===== src/rtl/mig2stream.sv =====
// mig2stream: plays frames already committed to DRAM back through one MIG read port as a
// 16-bit dtype-framed stream. Define MIG2STREAM_HEADER_EN to also read and emit the header region.
`ifndef DTYPE_WIDTH
`define DTYPE_WIDTH 4
`endif
`ifndef DTYPE_HEADER_START
`define DTYPE_HEADER_START 4'd1
`endif
`ifndef DTYPE_HEADER
`define DTYPE_HEADER 4'd2
`endif
`ifndef DTYPE_HEADER_END
`define DTYPE_HEADER_END 4'd3
`endif
`ifndef DTYPE_FRAME_START
`define DTYPE_FRAME_START 4'd4
`endif
`ifndef DTYPE_PIXEL
`define DTYPE_PIXEL 4'd5
`endif
`ifndef DTYPE_FRAME_END
`define DTYPE_FRAME_END 4'd6
`endif

module mig2stream #(
  parameter int ADDR_WIDTH   = 30,
  parameter int HEADER_BYTES = 128,
  parameter int RFIFO_DEPTH  = 64
) (
  input  logic                    clk,
  input  logic                    resetb,
  input  logic                    enable,
  input  logic                    frame_valid,
  input  logic [ADDR_WIDTH-1:0]   frame_addr,
  input  logic [29:0]             frame_len,
  output logic                    frame_ack,
  input  logic                    stall,
  output logic                    dvo,
  output logic [`DTYPE_WIDTH-1:0] dtypeo,
  output logic [15:0]             datao,
  output logic                    pR_cmd_en,
  output logic [2:0]              pR_cmd_instr,
  output logic [5:0]              pR_cmd_bl,
  output logic [ADDR_WIDTH-1:0]   pR_cmd_byte_addr,
  input  logic                    pR_cmd_full,
  output logic                    pR_rd_en,
  input  logic [31:0]             pR_rd_data,
  input  logic                    pR_rd_empty,
  output logic                    busy
);
  localparam int CW = $clog2(RFIFO_DEPTH) + 1;
  localparam logic [CW-1:0] CREDIT_LIMIT = CW'(RFIFO_DEPTH - 16);
  localparam logic [28:0]   HDR_BEATS    = 29'(HEADER_BYTES / 2);
  localparam logic [29:0]   HDR_LEN      = 30'(HEADER_BYTES);

  typedef enum logic [2:0] {IDLE, HSTART, HEADER, HEND, FSTART, PIXELS, FEND} state_t;

  state_t                  state_q, state_d;
  logic [29:0]             len_q, len_d;
  logic [28:0]             beats_q, beats_d;
  logic                    half_q, half_d;
  logic [23:0]             bursts_q, bursts_d;
  logic [ADDR_WIDTH-1:0]   next_addr_q, next_addr_d;
  logic [ADDR_WIDTH-1:0]   cmd_addr_q, cmd_addr_d;
  logic                    cmd_en_q, cmd_en_d;
  logic                    rd_en_q, rd_en_d;
  logic [CW-1:0]           credits_q, credits_d;
  logic                    dvo_q, dvo_d;
  logic                    ack_q, ack_d;
  logic                    busy_q, busy_d;
  logic [`DTYPE_WIDTH-1:0] dtype_q, dtype_d;
  logic [15:0]             data_q, data_d;
  logic                    data_ok, cmd_ok;

  // The FIFO head is stale while a registered pop is pending, so a data beat also waits out rd_en_q.
  always_comb begin
    state_d     = state_q;
    len_d       = len_q;
    beats_d     = beats_q;
    half_d      = half_q;
    bursts_d    = bursts_q;
    next_addr_d = next_addr_q;
    cmd_addr_d  = cmd_addr_q;
    cmd_en_d    = 1'b0;
    rd_en_d     = 1'b0;
    dvo_d       = 1'b0;
    ack_d       = 1'b0;
    busy_d      = busy_q;
    dtype_d     = dtype_q;
    data_d      = data_q;
    data_ok     = !pR_rd_empty && !stall && !rd_en_q;
    cmd_ok      = !pR_cmd_full && !cmd_en_q && (credits_q <= CREDIT_LIMIT) && (bursts_q != '0);
    credits_d   = credits_q + (cmd_en_q ? CW'(16) : '0) - (rd_en_q ? CW'(1) : '0);

    if (!enable) begin
      state_d  = IDLE;
      busy_d   = 1'b0;
      bursts_d = '0;
      half_d   = 1'b0;
      rd_en_d  = !pR_rd_empty && !rd_en_q;
    end else begin
      if (cmd_ok) begin
        cmd_en_d    = 1'b1;
        cmd_addr_d  = next_addr_q;
        next_addr_d = next_addr_q + ADDR_WIDTH'(64);
        bursts_d    = bursts_q - 24'd1;
      end
      case (state_q)
        IDLE: begin
          rd_en_d = !pR_rd_empty && !rd_en_q;
          // Waiting for zero credits keeps data still in flight from an aborted frame out of the next one.
          if (frame_valid && credits_q == '0) begin
            len_d  = frame_len;
            busy_d = 1'b1;
            half_d = 1'b0;
`ifdef MIG2STREAM_HEADER_EN
            state_d     = HSTART;
            next_addr_d = frame_addr;
            bursts_d    = frame_len[29:6];
`else
            state_d     = FSTART;
            next_addr_d = frame_addr + ADDR_WIDTH'(HEADER_BYTES);
            bursts_d    = 24'((frame_len - HDR_LEN) >> 6);
`endif
          end
        end
        HSTART: if (!stall) begin
          dvo_d   = 1'b1;
          dtype_d = `DTYPE_HEADER_START;
          data_d  = '0;
          beats_d = HDR_BEATS;
          state_d = HEADER;
        end
        HEADER, PIXELS: if (data_ok) begin
          dvo_d   = 1'b1;
          dtype_d = (state_q == HEADER) ? `DTYPE_HEADER : `DTYPE_PIXEL;
          data_d  = half_q ? pR_rd_data[31:16] : pR_rd_data[15:0];
          rd_en_d = half_q;
          half_d  = !half_q;
          beats_d = beats_q - 29'd1;
          if (beats_q == 29'd1) state_d = (state_q == HEADER) ? HEND : FEND;
        end
        HEND: if (!stall) begin
          dvo_d   = 1'b1;
          dtype_d = `DTYPE_HEADER_END;
          data_d  = '0;
          state_d = FSTART;
        end
        FSTART: if (!stall) begin
          dvo_d   = 1'b1;
          dtype_d = `DTYPE_FRAME_START;
          data_d  = '0;
          beats_d = 29'((len_q - HDR_LEN) >> 1);
          state_d = PIXELS;
        end
        FEND: if (!stall) begin
          dvo_d   = 1'b1;
          dtype_d = `DTYPE_FRAME_END;
          data_d  = '0;
          ack_d   = 1'b1;
          busy_d  = 1'b0;
          state_d = IDLE;
        end
        default: state_d = IDLE;
      endcase
    end
  end

  always_ff @(posedge clk or negedge resetb) begin
    if (!resetb) begin
      state_q     <= IDLE;
      len_q       <= '0;
      beats_q     <= '0;
      half_q      <= 1'b0;
      bursts_q    <= '0;
      next_addr_q <= '0;
      cmd_addr_q  <= '0;
      cmd_en_q    <= 1'b0;
      rd_en_q     <= 1'b0;
      credits_q   <= '0;
      dvo_q       <= 1'b0;
      ack_q       <= 1'b0;
      busy_q      <= 1'b0;
      dtype_q     <= '0;
      data_q      <= '0;
    end else begin
      state_q     <= state_d;
      len_q       <= len_d;
      beats_q     <= beats_d;
      half_q      <= half_d;
      bursts_q    <= bursts_d;
      next_addr_q <= next_addr_d;
      cmd_addr_q  <= cmd_addr_d;
      cmd_en_q    <= cmd_en_d;
      rd_en_q     <= rd_en_d;
      credits_q   <= credits_d;
      dvo_q       <= dvo_d;
      ack_q       <= ack_d;
      busy_q      <= busy_d;
      dtype_q     <= dtype_d;
      data_q      <= data_d;
    end
  end

  assign pR_cmd_instr     = 3'd1;
  assign pR_cmd_bl        = 6'd15;
  assign pR_cmd_en        = cmd_en_q;
  assign pR_cmd_byte_addr = cmd_addr_q;
  assign pR_rd_en         = rd_en_q;
  assign dvo              = dvo_q;
  assign dtypeo           = dtype_q;
  assign datao            = data_q;
  assign frame_ack        = ack_q;
  assign busy             = busy_q;

endmodule

===== config.mk =====
export PLATFORM = sky130hd
export DESIGN_NAME = mig2stream
export DESIGN_NICKNAME = d
export VERILOG_FILES = /design/src/rtl/mig2stream.sv
export SDC_FILE = /design/constraint.sdc
export NUM_CORES = 1
export LEC_CHECK = 0
export CELL_PAD_IN_SITES_DETAIL_PLACEMENT = 1
export CELL_PAD_IN_SITES_GLOBAL_PLACEMENT = 1
export CORE_MARGIN = 2
export CORE_UTILIZATION = 31
export CTS_CLUSTER_SIZE = 24
export DETAILED_ROUTE_END_ITERATION = 10
export DONT_BUFFER_PORTS = 1
export PLACE_DENSITY = 0.62
export SETUP_SLACK_MARGIN = 0.15
export SYNTH_ARGS = -nofsm -noshare
export SYNTH_HDL_FRONTEND = slang
export SYNTH_SLANG_ARGS = --single-unit
export TNS_END_PERCENT = 50

===== constraint.sdc =====
create_clock -name clk -period 4.7 [get_ports clk]
set_input_delay 0.94 -clock clk [delete_from_list [all_inputs] [get_ports clk]]
set_output_delay 0.94 -clock clk [all_outputs]
set_load 0.03 [all_outputs]

# Word-level counts from Yosys, hierarchy flattened
# Index checks and enable logic that the tools add are counted.
# totals
reg_bits,179
output_inout_bits,64
word_cells,128
# classes
addsub,8
magnitude_cmp,1
n_eq_ne,22
mux,53
reduce_logical,29
# op_table
operator,count
24-bit two-way mux,4
30-bit two-way mux,3
29-bit two-way mux,3
29-bit one-hot mux with 3 select lines,1
"30-bit by 8-bit subtractor with 30-bit output, second input constant",2
16-bit two-way mux,3
16-bit one-hot mux with 2 select lines,1
"30-bit by 7-bit adder with 30-bit output, second input constant",1
"30-bit by 8-bit adder with 30-bit output, second input constant",1
3-bit two-way mux,10
"29-bit by 1-bit == test with 1-bit output, second input constant",1
"29-bit by 1-bit subtractor with 29-bit output, second input constant",1
24-bit nonzero test,1
"24-bit by 1-bit subtractor with 24-bit output, second input constant",1
"3-bit inequality test, second input constant",7
4-bit two-way mux,5
4-bit one-hot mux with 5 select lines,1
3-bit one-hot mux with 6 select lines,1
1-bit two-way mux,16
7-bit AND reduction,2
"2-bit inequality test, second input constant",6
"3-bit == test, second input constant",3
3-bit AND reduction,3
1-bit one-hot mux with 2 select lines,4
19 further kinds,32

# Depth between registers and ports, before layout
# logic_depth
ltp_word,8
mapped_depth,10

# Worst setup path after synthesis
# Ideal clock, no wire load.
# synth_timing
path_type,input to register
start,in pR_cmd_full
end,reg bursts_q[22]
setup_ps,83
arrival_time_ps,2575
required_ps,4617
slack_ps,2042
stages,6
path_buffers,0
cell_sequence,or3_1 > a31o_2 > a2111oi_2 > or3b_1 > xor2_1 > o22ai_1
# synth_via
elab_chain_len,8
# synth_lines
element,line_no,text
start: declaration,45,"input logic pR_cmd_full,"
1-bit logical NOT *,92,cmd_ok = !pR_cmd_full && !cmd_en_q && (credits_q <= CREDIT_LIMIT) && (bursts_q != '0);
1-bit logical AND * (3 in series),92,
24-bit two-way mux *,102,if (cmd_ok) begin
24-bit two-way mux,112,if (frame_valid && credits_q == '0) begin
24-bit two-way mux *,108,case (state_q)
24-bit two-way mux *,95,if (!enable) begin
via bursts_d[22],62,"logic [23:0] bursts_q, bursts_d;"
end signal: assignment,191,bursts_q <= bursts_d;
end: declaration,62,
# The timed path passes the listed nets; every way through them passes the cells marked *.
# A chain may end at the register's enable or synchronous reset.

# Worst setup path after layout
# layout_timing
start,"reg cmd_en_q, in the netlist pR_cmd_en"
end,reg next_addr_q[23]
# layout_via
elab_chain_len,7
# layout_lines
element,line_no,text
start: declaration,65,"logic cmd_en_q, cmd_en_d;"
start signal: assignment,194,cmd_en_q <= cmd_en_d;
1-bit logical NOT *,92,
1-bit logical AND * (3 in series),92,
30-bit two-way mux *,102,
30-bit two-way mux,112,
30-bit two-way mux *,108,
end signal: assignment,192,next_addr_q <= next_addr_d;
end: declaration,63,"logic [ADDR_WIDTH-1:0] next_addr_q, next_addr_d;"
# Every way passes the cells marked *; elsewhere a longest branch is shown, timed or not.

==> results.ini <==
[cells_and_area]
antenna_cells = 0
fillers = 3865
drive_gt1_share_pct = 5.09
seq_area_um2 = 4430
fin_nets = 1286
post-route-util_pct = 34.4
final_cells = 1620
area_growth_pct = 9.56
multi_input_area_um2 = 5410
final_area_um2 = 11200

[clock_tree]
htreeDepth = 4
cts_sinks = 177
path_clk_slew_ps = 70
clockRootBuffer = clkbuf_16
clockBufferDepth = 2
cts-buffers-inserted = 17
cts_hold_buf = 0
worstSkewPairLatency_ps = 440
cts_setup_buffers = 0
cts_tree = yes
ctsResizeCount = 0

[min_path]
hold_path.class = in2async

[synthesis]
synth-seq-cells = 177
synth_top_area_share_pct = 43.3
synthFlopType = dfrtp_1
postSynthAreaPerCell_um2 = 8.55
ys_warn_count = 0
synth_most_common_cell = nand2_1
async_reset_ff_share_pct = 100
syn-cell-area_um2 = 10200
synth_area_leaders = dfrtp_1 (43%), nand2_1 (9.3%), xnor2_1 (4.9%), xor2_1 (3.5%), nor2_1 (3.2%)
ys_seq_area_share_pct = 43.3
netlist_instances = 1196
synth_edf_count = 0
synth_top_area_cell = dfrtp_1
yosys.cell_types.count = 71
synthTopCellsByCount = nand2_1 (254), dfrtp_1 (177), nor2_1 (88)

[global_route]
grt-ovfl-total = 0
grt_max_degree = 178
grt_pass1_wl_um = 48100
grt_pass1_vias = 8687
grt_antenna_before_repair = 0
grt_usage_pct = 17.9

[die]
dieWidth_um = 186
start_util_pct = 31.4
dieArea_um2 = 34500
die_y_um = 186
coreArea_um2 = 32500
ios = 163
row_count = 66

[timing]
hold_viol_final = 0
fin_skew_ps = 13.4
worstMarginPinSlew_ps = 1030
fin_ws_ps = 1820
fmax_mhz = 347
setup_violations = 0
period_minus_slack_ps = 2880
fin_crit_sh_pct = 61.3
rsz0062_at_grt = false
slew_violations = 0
setup-tns-final_ps = 0
holdWs_ps = 193
slew_headroom_pct = 31.6

[placement]
place.gp.congestion = 0.776
place_ws_ps = 1400
hpwl_um = 20900
portBuffers = 0
post_dp_cell_area_um2 = 10600
placed_cells = 1591

[setup_path]
crit_type = reg2reg
cp-start-kind = flip-flop
worst-path-max-fanout = 29
cp.arrival_ps = 3180
end_kind = flip-flop
crit_required_ps = 5000

[pwr]
finalPower_mw = 6.51
power_density_nw_per_um2 = 581
ir_worst_vdd_uv = 297
p_leak_nw = 4.72

[routing]
initialDrtViolationCount = 424
ant_nets = 0
via_count = 8336
drc = 0
wire_per_inst_um = 18.3
first_pass_iters = 4
totalWireLength_um = 29600
viasPerCell = 5.15

[job]
drv_cap = 0

[status]
outcome = finished, final reports clean

cell type report:
type,instances,area share [%]
tap,442,4.94
clock buffer,25,4.51
sequential,177,39.5
multi-input combinational,922,48.3
clock inverter,4,0.670
timing repair buffer,12,0.804
inverter,38,1.27
report_power, final:
group	internal (mW)	switching [mW]	leakage (nW)	total (mW)
clock	0.846	0.609	0.278	1.46
sequential	2.06	0.856	2.32	2.91
combinational	0.902	1.24	2.12	2.15
cell families after synthesis:
family	count (synthesis)	share of synthesized area [%]
muxes	27	2.73
and+or+nand+nor	545	24.9
other	2	0.0734
xor gates and xnor gates	98	8.39
buffers and inverters	105	4.37
adders and majority gates	19	2.40
AOI/OAI and AO/OA	223	13.9
DFF	177	43.3
routing by layer:
metal | vias up | share of wire (%) | GRT usage [%]
li1 | 4078 | - | -
met4 | 0 | 1.4 | 4.60
met1 | 4114 | 46 | 23.0
met5 | - | 0 | 0
met2 | 121 | 49 | 30.3
met3 | 23 | 3.8 | 4.01
sequential cells by signal (all words and copies together) (netlist names):
| register | cells |
|---|---|
| next_addr_q | 30 |
| pR_cmd_byte_addr | 30 |
| beats_q | 29 |
| len_q | 29 |
| bursts_q | 24 |
| datao | 16 |
| credits_q | 7 |
| dtypeo | 3 |
| state_q | 3 |
| busy | 1 |
| dvo | 1 |
| frame_ack | 1 |
| half_q | 1 |
| pR_cmd_en | 1 |
| pR_rd_en | 1 |
final timing paths:
check | start | end | slack [ps] | depth (start not counted)
max in group asynchronous | resetb | bursts_q[3] | 4070 | 0
worst min-delay path | resetb | datao[14] | 190 | 0
worst max-delay path | pR_cmd_en | next_addr_q[23] | 1820 | 8
min in group clk | next_addr_q[2] | next_addr_q[2] | 470 | 2
worst max register to register | pR_cmd_en | next_addr_q[23] | 1820 | 8
worst min register to register | next_addr_q[2] | next_addr_q[2] | 470 | 2
critical path, stage by stage (launching register included):
cell and delay (ps):
dfrtp_1 500, or3_1 450, a311oi_1 520, o31ai_4 160, buf_4 270, inv_2 400, nand4_1 170, xor2_1 160
a21oi_1 80
layout by cell type (no fill, tap or decap), types with 17 or more instances in the layout:
cell / netlist / final
nor3_1: 55 / 55
xor2_1: 41 / 41
nand3_1: 38 / 38
xnor2_1: 57 / 57
nand2_1: 254 / 253
ha_1: 18 / 18
o21ai_0: 50 / 49
or3_1: 23 / 23
a21oi_1: 48 / 48
dfrtp_1: 177 / 177
o31ai_1: 17 / 17
clkbuf_16: 0 / 17
inv_1: 36 / 36
mux2i_1: 20 / 20
o21ai_1: 18 / 18
nor2_1: 88 / 88
o22ai_1: 22 / 22
Power figures use the tool's default switching activity.
